[src/rtl/ltssm_pkg.sv]
// Shared symbol constants, scheduler state encoding and TS field bundle
// for the transmit ordered-set scheduler.
package ltssm_pkg;

  // Control and data symbol values on the 8b10b encoder input
  localparam logic [7:0] COM      = 8'hBC;
  localparam logic [7:0] PAD      = 8'hF7;
  localparam logic [7:0] SKP      = 8'h1C;
  localparam logic [7:0] TS1_ID   = 8'h4A;
  localparam logic [7:0] TS2_ID   = 8'h45;
  localparam logic [7:0] IDLE_SYM = 8'h00;

  // Ordered-set lengths in symbols
  localparam int TS_LEN  = 16;
  localparam int SKP_LEN = 4;

  // Width of the SKP interval counter
  localparam int SKP_CNT_W = 11;

  typedef enum logic [2:0] {
    ST_QUIET = 3'd0,
    ST_IDLE  = 3'd1,
    ST_SKP   = 3'd2,
    ST_TS    = 3'd3,
    ST_DATA  = 3'd4
  } sched_state_t;

  // Training-set fields, captured once at symbol 0 of each set
  typedef struct packed {
    logic       ts2;
    logic       pad;
    logic [7:0] link;
    logic [7:0] lane;
    logic [7:0] n_fts;
    logic [7:0] rate_id;
    logic [7:0] train_ctl;
  } ts_cfg_t;

  // Returns {k, symbol} for position idx of a training set
  function automatic logic [8:0] ts_symbol(input ts_cfg_t cfg, input logic [3:0] idx);
    logic [8:0] w;
    case (idx)
      4'd0:    w = {1'b1, COM};
      4'd1:    w = cfg.pad ? {1'b1, PAD} : {1'b0, cfg.link};
      4'd2:    w = cfg.pad ? {1'b1, PAD} : {1'b0, cfg.lane};
      4'd3:    w = {1'b0, cfg.n_fts};
      4'd4:    w = {1'b0, cfg.rate_id};
      4'd5:    w = {1'b0, cfg.train_ctl};
      default: w = {1'b0, (cfg.ts2 ? TS2_ID : TS1_ID)};
    endcase
    return w;
  endfunction

endpackage

[src/rtl/skp_timer.sv]
// SKP interval timer: counts transmitted symbols and raises a sticky
// pending flag each time the interval elapses. An expiry that arrives
// while a request is already pending is simply absorbed.
module skp_timer
  import ltssm_pkg::*;
#(
  parameter int INTERVAL = 1180
) (
  input  logic clk_i,
  input  logic rst_i,
  input  logic tick,     // a symbol was transmitted this cycle
  input  logic take,     // an SKP set is starting; consume the request
  input  logic clear,    // link quiet: restart the interval from zero
  output logic pending
);

  localparam logic [SKP_CNT_W-1:0] LAST = SKP_CNT_W'(INTERVAL - 1);

  logic [SKP_CNT_W-1:0] count;
  logic                 expire;

  assign expire = tick && (count == LAST);

  // Interval counter, wraps to zero on expiry
  always_ff @(posedge clk_i or posedge rst_i) begin
    if (rst_i) begin
      count <= '0;
    end else if (clear) begin
      count <= '0;
    end else if (tick) begin
      count <= expire ? '0 : count + 1'b1;
    end
  end

  // Pending flag; a fresh expiry outranks consumption in the same cycle
  always_ff @(posedge clk_i or posedge rst_i) begin
    if (rst_i) begin
      pending <= 1'b0;
    end else if (clear) begin
      pending <= 1'b0;
    end else if (expire) begin
      pending <= 1'b1;
    end else if (take) begin
      pending <= 1'b0;
    end
  end

endmodule

[src/rtl/tx_os_scheduler.sv]
// Transmit ordered-set scheduler. Chooses one symbol per clock among SKP
// sets, TS1/TS2 training sets, link-layer data and logical idle, and
// registers it toward the 8b10b encoder.
//
// state    | meaning
// ---------+-----------------------------------------------------------
// ST_QUIET | enable low, nothing transmitted
// ST_IDLE  | set/packet boundary: select next source, else logical idle
// ST_SKP   | emitting SKP symbols 1..3 (COM went out on selection)
// ST_TS    | emitting TS symbols 1..15 from the captured fields
// ST_DATA  | inside a packet, waiting for the symbol marked last
module tx_os_scheduler
  import ltssm_pkg::*;
#(
  parameter int SKP_INTERVAL = 1180
) (
  input  logic       clk_i,
  input  logic       rst_i,
  input  logic       en_i,
  input  logic       ts_req_i,
  input  logic       ts2_sel_i,
  input  logic [7:0] link_num_i,
  input  logic [7:0] lane_num_i,
  input  logic       pad_i,
  input  logic [7:0] n_fts_i,
  input  logic [7:0] rate_id_i,
  input  logic [7:0] train_ctl_i,
  input  logic       data_valid_i,
  input  logic [7:0] data_i,
  input  logic       data_k_i,
  input  logic       data_last_i,
  output logic       data_ready_o,
  output logic [7:0] tx_sym_o,
  output logic       tx_k_o,
  output logic       tx_valid_o,
  output logic       is_ordered_set_o,
  output logic       bypass_scrambler_o,
  output logic       ts_sent_o
);

  sched_state_t state_q, state_d;
  logic [3:0]   idx_q, idx_d;
  ts_cfg_t      cfg_q, cfg_d, cfg_in;

  logic [7:0]   sym_d;
  logic         k_d;
  logic         valid_d;
  logic         os_d;
  logic         sent_d;

  logic         skp_pending;
  logic         skp_take;
  logic         skp_clear;
  logic [8:0]   ts_word;

  localparam logic [3:0] SKP_LAST = 4'(SKP_LEN - 1);
  localparam logic [3:0] TS_LAST  = 4'(TS_LEN - 1);

  skp_timer #(
    .INTERVAL (SKP_INTERVAL)
  ) u_skp (
    .clk_i   (clk_i),
    .rst_i   (rst_i),
    .tick    (tx_valid_o),
    .take    (skp_take),
    .clear   (skp_clear),
    .pending (skp_pending)
  );

  // Bundle the live TS field inputs so they can be captured at symbol 0
  always_comb begin
    cfg_in           = '0;
    cfg_in.ts2       = ts2_sel_i;
    cfg_in.pad       = pad_i;
    cfg_in.link      = link_num_i;
    cfg_in.lane      = lane_num_i;
    cfg_in.n_fts     = n_fts_i;
    cfg_in.rate_id   = rate_id_i;
    cfg_in.train_ctl = train_ctl_i;
  end

  assign ts_word = ts_symbol(cfg_q, idx_q);

  // Next-state and next-symbol selection
  always_comb begin
    state_d      = state_q;
    idx_d        = idx_q;
    cfg_d        = cfg_q;
    sym_d        = 8'h00;
    k_d          = 1'b0;
    valid_d      = 1'b0;
    os_d         = 1'b0;
    sent_d       = 1'b0;
    data_ready_o = 1'b0;
    skp_take     = 1'b0;
    skp_clear    = 1'b0;

    case (state_q)
      ST_QUIET: begin
        skp_clear = 1'b1;
        if (en_i) begin
          state_d = ST_IDLE;
        end
      end

      ST_IDLE: begin
        if (!en_i) begin
          // Enable dropping outranks any new selection, including a TS request
          skp_clear = 1'b1;
          state_d   = ST_QUIET;
        end else if (skp_pending) begin
          skp_take = 1'b1;
          sym_d    = COM;
          k_d      = 1'b1;
          valid_d  = 1'b1;
          os_d     = 1'b1;
          idx_d    = 4'd1;
          state_d  = ST_SKP;
        end else if (ts_req_i) begin
          cfg_d   = cfg_in;
          sym_d   = COM;
          k_d     = 1'b1;
          valid_d = 1'b1;
          os_d    = 1'b1;
          idx_d   = 4'd1;
          state_d = ST_TS;
        end else if (data_valid_i) begin
          // First symbol of a packet is accepted right at the boundary
          data_ready_o = 1'b1;
          sym_d        = data_i;
          k_d          = data_k_i;
          valid_d      = 1'b1;
          state_d      = data_last_i ? ST_IDLE : ST_DATA;
        end else begin
          sym_d   = IDLE_SYM;
          valid_d = 1'b1;
        end
      end

      ST_SKP: begin
        // Ordered sets always run to completion regardless of enable
        sym_d   = SKP;
        k_d     = 1'b1;
        valid_d = 1'b1;
        os_d    = 1'b1;
        if (idx_q == SKP_LAST) begin
          idx_d   = 4'd0;
          state_d = ST_IDLE;
        end else begin
          idx_d = idx_q + 4'd1;
        end
      end

      ST_TS: begin
        sym_d   = ts_word[7:0];
        k_d     = ts_word[8];
        valid_d = 1'b1;
        os_d    = 1'b1;
        if (idx_q == TS_LAST) begin
          sent_d  = 1'b1;
          idx_d   = 4'd0;
          state_d = ST_IDLE;
        end else begin
          idx_d = idx_q + 4'd1;
        end
      end

      ST_DATA: begin
        if (!en_i) begin
          // Packets are abandoned at once when the link is disabled
          skp_clear = 1'b1;
          state_d   = ST_QUIET;
        end else if (data_valid_i) begin
          data_ready_o = 1'b1;
          sym_d        = data_i;
          k_d          = data_k_i;
          valid_d      = 1'b1;
          if (data_last_i) begin
            state_d = ST_IDLE;
          end
        end else begin
          // Source stalled mid-packet: fill with logical idle, stay in packet
          sym_d   = IDLE_SYM;
          valid_d = 1'b1;
        end
      end

      default: begin
        state_d = ST_QUIET;
        idx_d   = 4'd0;
      end
    endcase
  end

  // State, set position and captured TS fields
  always_ff @(posedge clk_i or posedge rst_i) begin
    if (rst_i) begin
      state_q <= ST_QUIET;
      idx_q   <= 4'd0;
      cfg_q   <= '0;
    end else begin
      state_q <= state_d;
      idx_q   <= idx_d;
      cfg_q   <= cfg_d;
    end
  end

  // Registered symbol stream and qualifiers toward the encoder
  always_ff @(posedge clk_i or posedge rst_i) begin
    if (rst_i) begin
      tx_sym_o           <= 8'h00;
      tx_k_o             <= 1'b0;
      tx_valid_o         <= 1'b0;
      is_ordered_set_o   <= 1'b0;
      bypass_scrambler_o <= 1'b0;
      ts_sent_o          <= 1'b0;
    end else begin
      tx_sym_o           <= sym_d;
      tx_k_o             <= k_d;
      tx_valid_o         <= valid_d;
      is_ordered_set_o   <= os_d;
      bypass_scrambler_o <= os_d;
      ts_sent_o          <= sent_d;
    end
  end

endmodule
[config.mk]
export PLATFORM = sky130hd
export DESIGN_NAME = tx_os_scheduler
export DESIGN_NICKNAME = d
export VERILOG_FILES = /design/src/rtl/ltssm_pkg.sv /design/src/rtl/skp_timer.sv /design/src/rtl/tx_os_scheduler.sv
export SDC_FILE = /design/constraint.sdc
export NUM_CORES = 1
export LEC_CHECK = 0
export ABC_AREA = 1
export CORE_MARGIN = 2
export CORE_UTILIZATION = 57
export DETAILED_ROUTE_END_ITERATION = 7
export PLACE_DENSITY = 0.83
export SLEW_MARGIN = 15
export SYNTH_ARGS = -nofsm -noshare
export SYNTH_HDL_FRONTEND = slang
export SYNTH_SLANG_ARGS = --single-unit
[constraint.sdc]
create_clock -name clk_i -period 7.88 [get_ports clk_i]
set_input_delay 2.364 -clock clk_i [delete_from_list [all_inputs] [get_ports clk_i]]
set_output_delay 2.364 -clock clk_i [all_outputs]
set_load 0.02 [all_outputs]
Word level (Yosys, flattened, before mapping)
Cells that the tools add are included.

storage, ports and cells
  register bits = 73
  input bits = 57
  output and inout port bits = 14
  word-level logic and storage cells = 109

cells by class
  add/subtract/negate cells = 2
  equality and inequality tests = 19
  multiplexer cells = 59
  bitwise gates (word level) = 2
  reduce and logical (&&, ||, !) cells = 11

operators with widths
  cell                                                   count
  one-hot mux 9 bit (6 select lines)                     1
  2-to-1 mux 8 bit                                       5
  2-to-1 mux 11 bit                                      3
  2-to-1 mux 3 bit                                       11
  one-hot mux 8 bit (4 select lines)                     1
  2-to-1 mux 4 bit                                       6
  2-to-1 mux 1 bit                                       23
  2-to-1 mux 9 bit                                       2
  one-hot mux 4 bit (4 select lines)                     1
  one-hot mux 3 bit (5 select lines)                     1
  adder 11 x 1 -> 11 bit, second input constant          1
  == test 11 bit, second input constant                  1
  == test 4 x 2 -> 1 bit, second input constant          2
  == test 4 x 3 -> 1 bit, second input constant          2
  inequality test 2 bit, second input constant           4
  one-hot mux 1 bit (2 select lines)                     4
  == test 3 x 2 -> 1 bit, second input constant          2
  inequality test 3 bit, second input constant           2
  AND reduction 6 bit                                    1
  OR reduction 2 bit                                     3
  inequality test 5 x 4 -> 1 bit, second input constant  1
  adder 4 x 1 -> 4 bit, second input constant            1
  == test 4 x 1 -> 1 bit, second input constant          1
  == test 4 bit, second input constant                   1
  12 further kinds                                       13

Longest topological paths before layout
  depth after elaboration = 6
  mapped depth = 10
  gate-level depth less buffers = 10

Hierarchy
From an unflattened synthesis, not the netlist that was laid out.

second synthesis, totals
  cells, all modules = 557
  area total of the unflattened synthesis = 4209.0 um^2

modules (own cells, without submodules)
  module           instances  cells each  area an instance (um^2)  seq. area each (um^2)
  tx_os_scheduler  1          450         3467.1                   1526.5
  skp_timer        1          107         742.0                    300.3

Worst setup path before layout
Ideal clock, no wire load.

  path type = input port to output port
  from = in ts_req_i
  to = out data_ready_o
  data arrival time = 3.134 ns
  data required time = 5.516 ns
  slack = 2.382 ns
  cell stages on the path = 5
  buffers on the path = 1
  cells stage by stage = clkbuf_1 -> nor2_1 -> inv_1 -> o21ai_0 -> and3_1

on the way
  cells in the longest elaborated chain, start to end = 4

RTL lines
  element                             RTL line                RTL
  start, declared                     tx_os_scheduler.sv:20   input logic ts_req_i,
  2-to-1 mux 1 bit                    tx_os_scheduler.sv:119  end else if (ts_req_i) begin
  2-to-1 mux 1 bit                    tx_os_scheduler.sv:111  end else if (skp_pending) begin
  2-to-1 mux 1 bit                    tx_os_scheduler.sv:107  if (!en_i) begin
  one-hot mux 1 bit (2 select lines)  tx_os_scheduler.sv:98   case (state_q)
  end, declared                       tx_os_scheduler.sv:32   output logic data_ready_o,

No other way between the ends.

Final worst setup path
  from = in en_i
  to = out data_ready_o

on the way
  cells in the longest elaborated chain, start to end = 2
  elaborated cells between the ends (all ways) = 3
  those cells by class = mux (3)

RTL lines
  element                                 RTL line                                        RTL
  start, declared                         tx_os_scheduler.sv:19                           input logic en_i,
  2-to-1 mux 1 bit (on tied branches)     tx_os_scheduler.sv:169, tx_os_scheduler.sv:107
  one-hot mux 1 bit (2 select lines) (*)  tx_os_scheduler.sv:98

Every way passes the cells marked *; elsewhere a longest branch is shown, timed or not.

==> flow_summary_export.csv <==
group,metric,value,unit
grt,grt_pass1_wl,16000,um
clock_tree,clk_pin_slew,0.08,ns
power,powerDensity,338,nW/um^2
grt,grt_usage,27.3,%
final_layout,drive_above_1_share,8.12,%
critical_path,worstPathRequired,5.52,ns
sta,tightest_slew,0.915,ns
sta,period_share,83.7,%
yosys,synthArstFlopShare,100,%
yosys,synth_seq_cells,73,
yosys,synthTopCellsByArea,"dfrtp_1 47%, nand2_1 17%, nand3_1 7.6%",
floorplan,die-height,86.8,um
yosys,synth_seq_area_share,46.8,%
sta,setup_viol,0,
sta,tns,0,ns
sta,fin_crit,6.60,ns
critical_path,slowest_stage,"clkdlybuf4s50_1",
grt,antenna_found_initial,0,
sta,finClkSkew,0.00903,ns
run,cap_viol_max_count,0,
clock_tree,htreeDepth,3,
clock_tree,insertion_delay,0.35,ns
routing,drt_iter0_markers,160,
critical_path,critical_path_buf_inv_count,3,
yosys,synth_top_area_share,46.8,%
critical_path,startpoint_type,"input port",
critical_path,cp.depth,5,
clock_tree,clockRootBuffer,"clkbuf_8",
floorplan,coreArea,6720,um^2
placed_design,dpl.hpwl,6830,um
clock_tree,numCtsBuffers,9,
routing,via_count,3594,
power,p_leak,2.46,nW
critical_path,arrival,4.23,ns
worst_hold_path,min_path_cells,2,
critical_path,rrSetupSlack,5.38,ns
yosys,synth_top_family_by_area,"simple AND/OR/NAND/NOR gates",
critical_path,setup.worst_path.class,"input port to primary output",
clock_tree,cts_repair_resize_count,0,
yosys,synth_cell_type_count,33,
grt,grt_overflow,0,
critical_path,ff2ff_path_depth,7,
routing,viasPerCell,5.36,
placed_design,gp_congestion,0.895,
critical_path,crit_fanout,6,
floorplan,fp.dieArea,7530,um^2
floorplan,rows,30,
final_layout,syn2layout_area_growth,23.8,%
grt,use_met2,44.1,%
floorplan,io_pins,71,
worst_hold_path,hold_end,"cfg_q[19]",
critical_path,crit_chain,"clkdlybuf4s50_1, inv_1, nor2_2, and3_1, clkdlybuf4s50_1",
grt,gr-usage-met3,6.00,%
critical_path,path_common_cell,"clkdlybuf4s50_1",
routing,wl,9630,um
sta,fmax,152,MHz
power,ir_drop,0.158,mV
final_layout,diodes,0,
power,total_power,1.63,mW
critical_path,crit_path_max_incr_delay,0.64,ns
sta,finalHoldViolations,0,
sta,relSlewSlack,39.0,%
grt,busiest_layer,"met2",
grt,gr-usage-met1,37.3,%
yosys,synth_edf_count,0,
yosys,syn-mean-instance-area,7.51,um^2
power,swShare,42.8,%
clock_tree,clkSinkCount,73,
clock_tree,cts_setup_buffers,0,
worst_hold_path,hp-start,"cfg_q[19]",
yosys,synth_mux_area_share,0,%
yosys,ys_warn_count,0,
power,switchingPower,0.699,mW
final_layout,fin_nets,648,
grt,grt_pass1_vias,3412,
yosys,synth_top_area_cell,"dfrtp_1",
sta,maxSlewViolCount,0,
critical_path,end_kind,"primary output",
sta,rsz0062_at_grt,"no",
critical_path,cp_top_family,"buffers and inverters",
clock_tree,cts_tree,"built",
worst_hold_path,hold_path_class,"register to register",
yosys,syn_nets,582,
yosys,synth-compound-area-share,9.16,%
power,p_comb_share,43.5,%
clock_tree,ctsHoldBuffers,0,
clock_tree,clockBufferDepth,2,
placed_design,port-buffer-count,70,
routing,detail_route.wl_per_cell,14.4,um
critical_path,crit-reg2reg-capture,"cfg_q[14]",
routing,drc,0,
yosys,synth_simple_gate_area_share,34.2,%
yosys,synthXorXnorAreaFrac,0.897,%
power,seqPwrFrac,37.7,%
power,power.internal,0.935,mW
grt,grt_start_max_net_pins,74,
critical_path,reg2reg_from,"state_q[0]",
yosys,synth_adder_area_share,1.60,%
yosys,synthCells,520,
yosys,synth_ff_type,"dfrtp_1",
yosys,syn_area,3900,um^2
routing,ant_nets,0,
outcome,run_status,"finished, final reports clean",
power,power.share.clock,18.8,%
routing,drt-pass1-iter-count,5,
floorplan,die_w,86.8,um
floorplan,initial_core_util,58.1,%
through the flow:
step / hold WS, ns / area, um^2 / util [%] / setup slack, ns / std cells
4_1_cts: 0.472 / 4830 / 72.0 / 1.31 / 671
3_5_place_dp: 0.453 / 4630 / 68.9 / 1.32 / 655
6_report: 0.472 / 4830 / 72.0 / 1.28 / 671
5_1_grt: 0.491 / 4830 / 72.0 / 1.21 / 671
2_1_floorplan: 0.437 / 3910 / - / 2.38 / 520
3_3_place_gp: 0.449 / 4630 / 68.9 / 1.35 / 655
cell usage after synthesis (5+ instances only):
cell type and count:
o21ai_0 34, nand4_1 10, nand3_1 59, nand2_1 180
clkbuf_1 7, inv_1 50, a21oi_2 11, dfrtp_1 73
nor2_1 41, buf_2 7, ha_1 5
area by class of cell:
class	instances	area [um^2]
Timing Repair Buffer	72	716
Fill cell	539	1880
Multi-Input combinational cell	378	1790
Clock buffer	11	151
Tap cell	80	100
Sequential cell	73	1830
Inverter	52	195
Clock inverter	5	53.8
power by group through the flow:
| stage | clock network, mW | registers [mW] | logic (mW) |
|---|---|---|---|
| 3_5_place_dp | 0 | 0.619 | 0.702 |
| 3_3_place_gp | 0 | 0.614 | 0.683 |
| 6_report | 0.307 | 0.615 | 0.711 |
| 5_1_grt | 0.328 | 0.631 | 0.797 |
| 2_1_floorplan | 0 | 0.611 | 0.487 |
| 4_1_cts | 0.308 | 0.613 | 0.708 |
worst max-delay path by stage:
stage | from | endpoint | slack (ns)
5_1_grt | en_i | data_ready_o | 1.21
4_1_cts | en_i | data_ready_o | 1.31
2_1_floorplan | ts_req_i | data_ready_o | 2.38
3_3_place_gp | en_i | data_ready_o | 1.35
6_report | en_i | data_ready_o | 1.28
3_5_place_dp | en_i | data_ready_o | 1.32
metal layers:
layer	share of wire (%)	vias to the layer above	wire (um)
met5	0	-	0
met4	2.4	0	229
met1	45	1640	4330
met3	6.3	25	609
li1	-	1791	-
met2	46	138	4460
cells in the final DEF (no fill, tap or decap), types with 2 or more instances in the layout:
cell and instances:
inv_2 3, dfrtp_1 73, nand2_2 4, nor3_1 2, o21ai_0 34, a21oi_1 3
nor2_4 3, o21ai_1 2, clkdlybuf4s50_1 70, or2_2 2, nand3b_1 2, nor2_2 4
a31oi_1 2, a21oi_2 11, o22ai_1 2, ha_1 5, nor2_1 41, nand4_1 10
nand3_1 59, clkbuf_8 11, xor2_1 4, buf_4 2, nand2_1 180, clkinv_2 3
inv_1 49
sequential cells by signal, summed over array words and instances (netlist names):
name and count:
u_skp.count 11, cfg_q 42, u_skp.pending 1, tx_sym_o 8, ts_sent_o 1, bypass_scrambler_o 1
state_q 3, idx_q 4, tx_valid_o 1, tx_k_o 1
cells by family (layout without fill, tap and decap cells):
logic type	count (synthesis)	count (layout)
simple gates	310	310
flops	73	73
buf+inv	69	140
compound gates	59	59
fa+ha+maj	5	5
xor+xnor	4	4
worst register-to-register path, stage by stage, from the launching register on:
cell and delay (ns):
dfrtp_1 0.50, nand2_2 0.12, nor2_4 0.12, nand2_2 0.11, nor2_4 0.61, nand2_4 0.54, nor2_1 0.32, a21oi_2 0.05
Power figures use the tool's default switching activity.
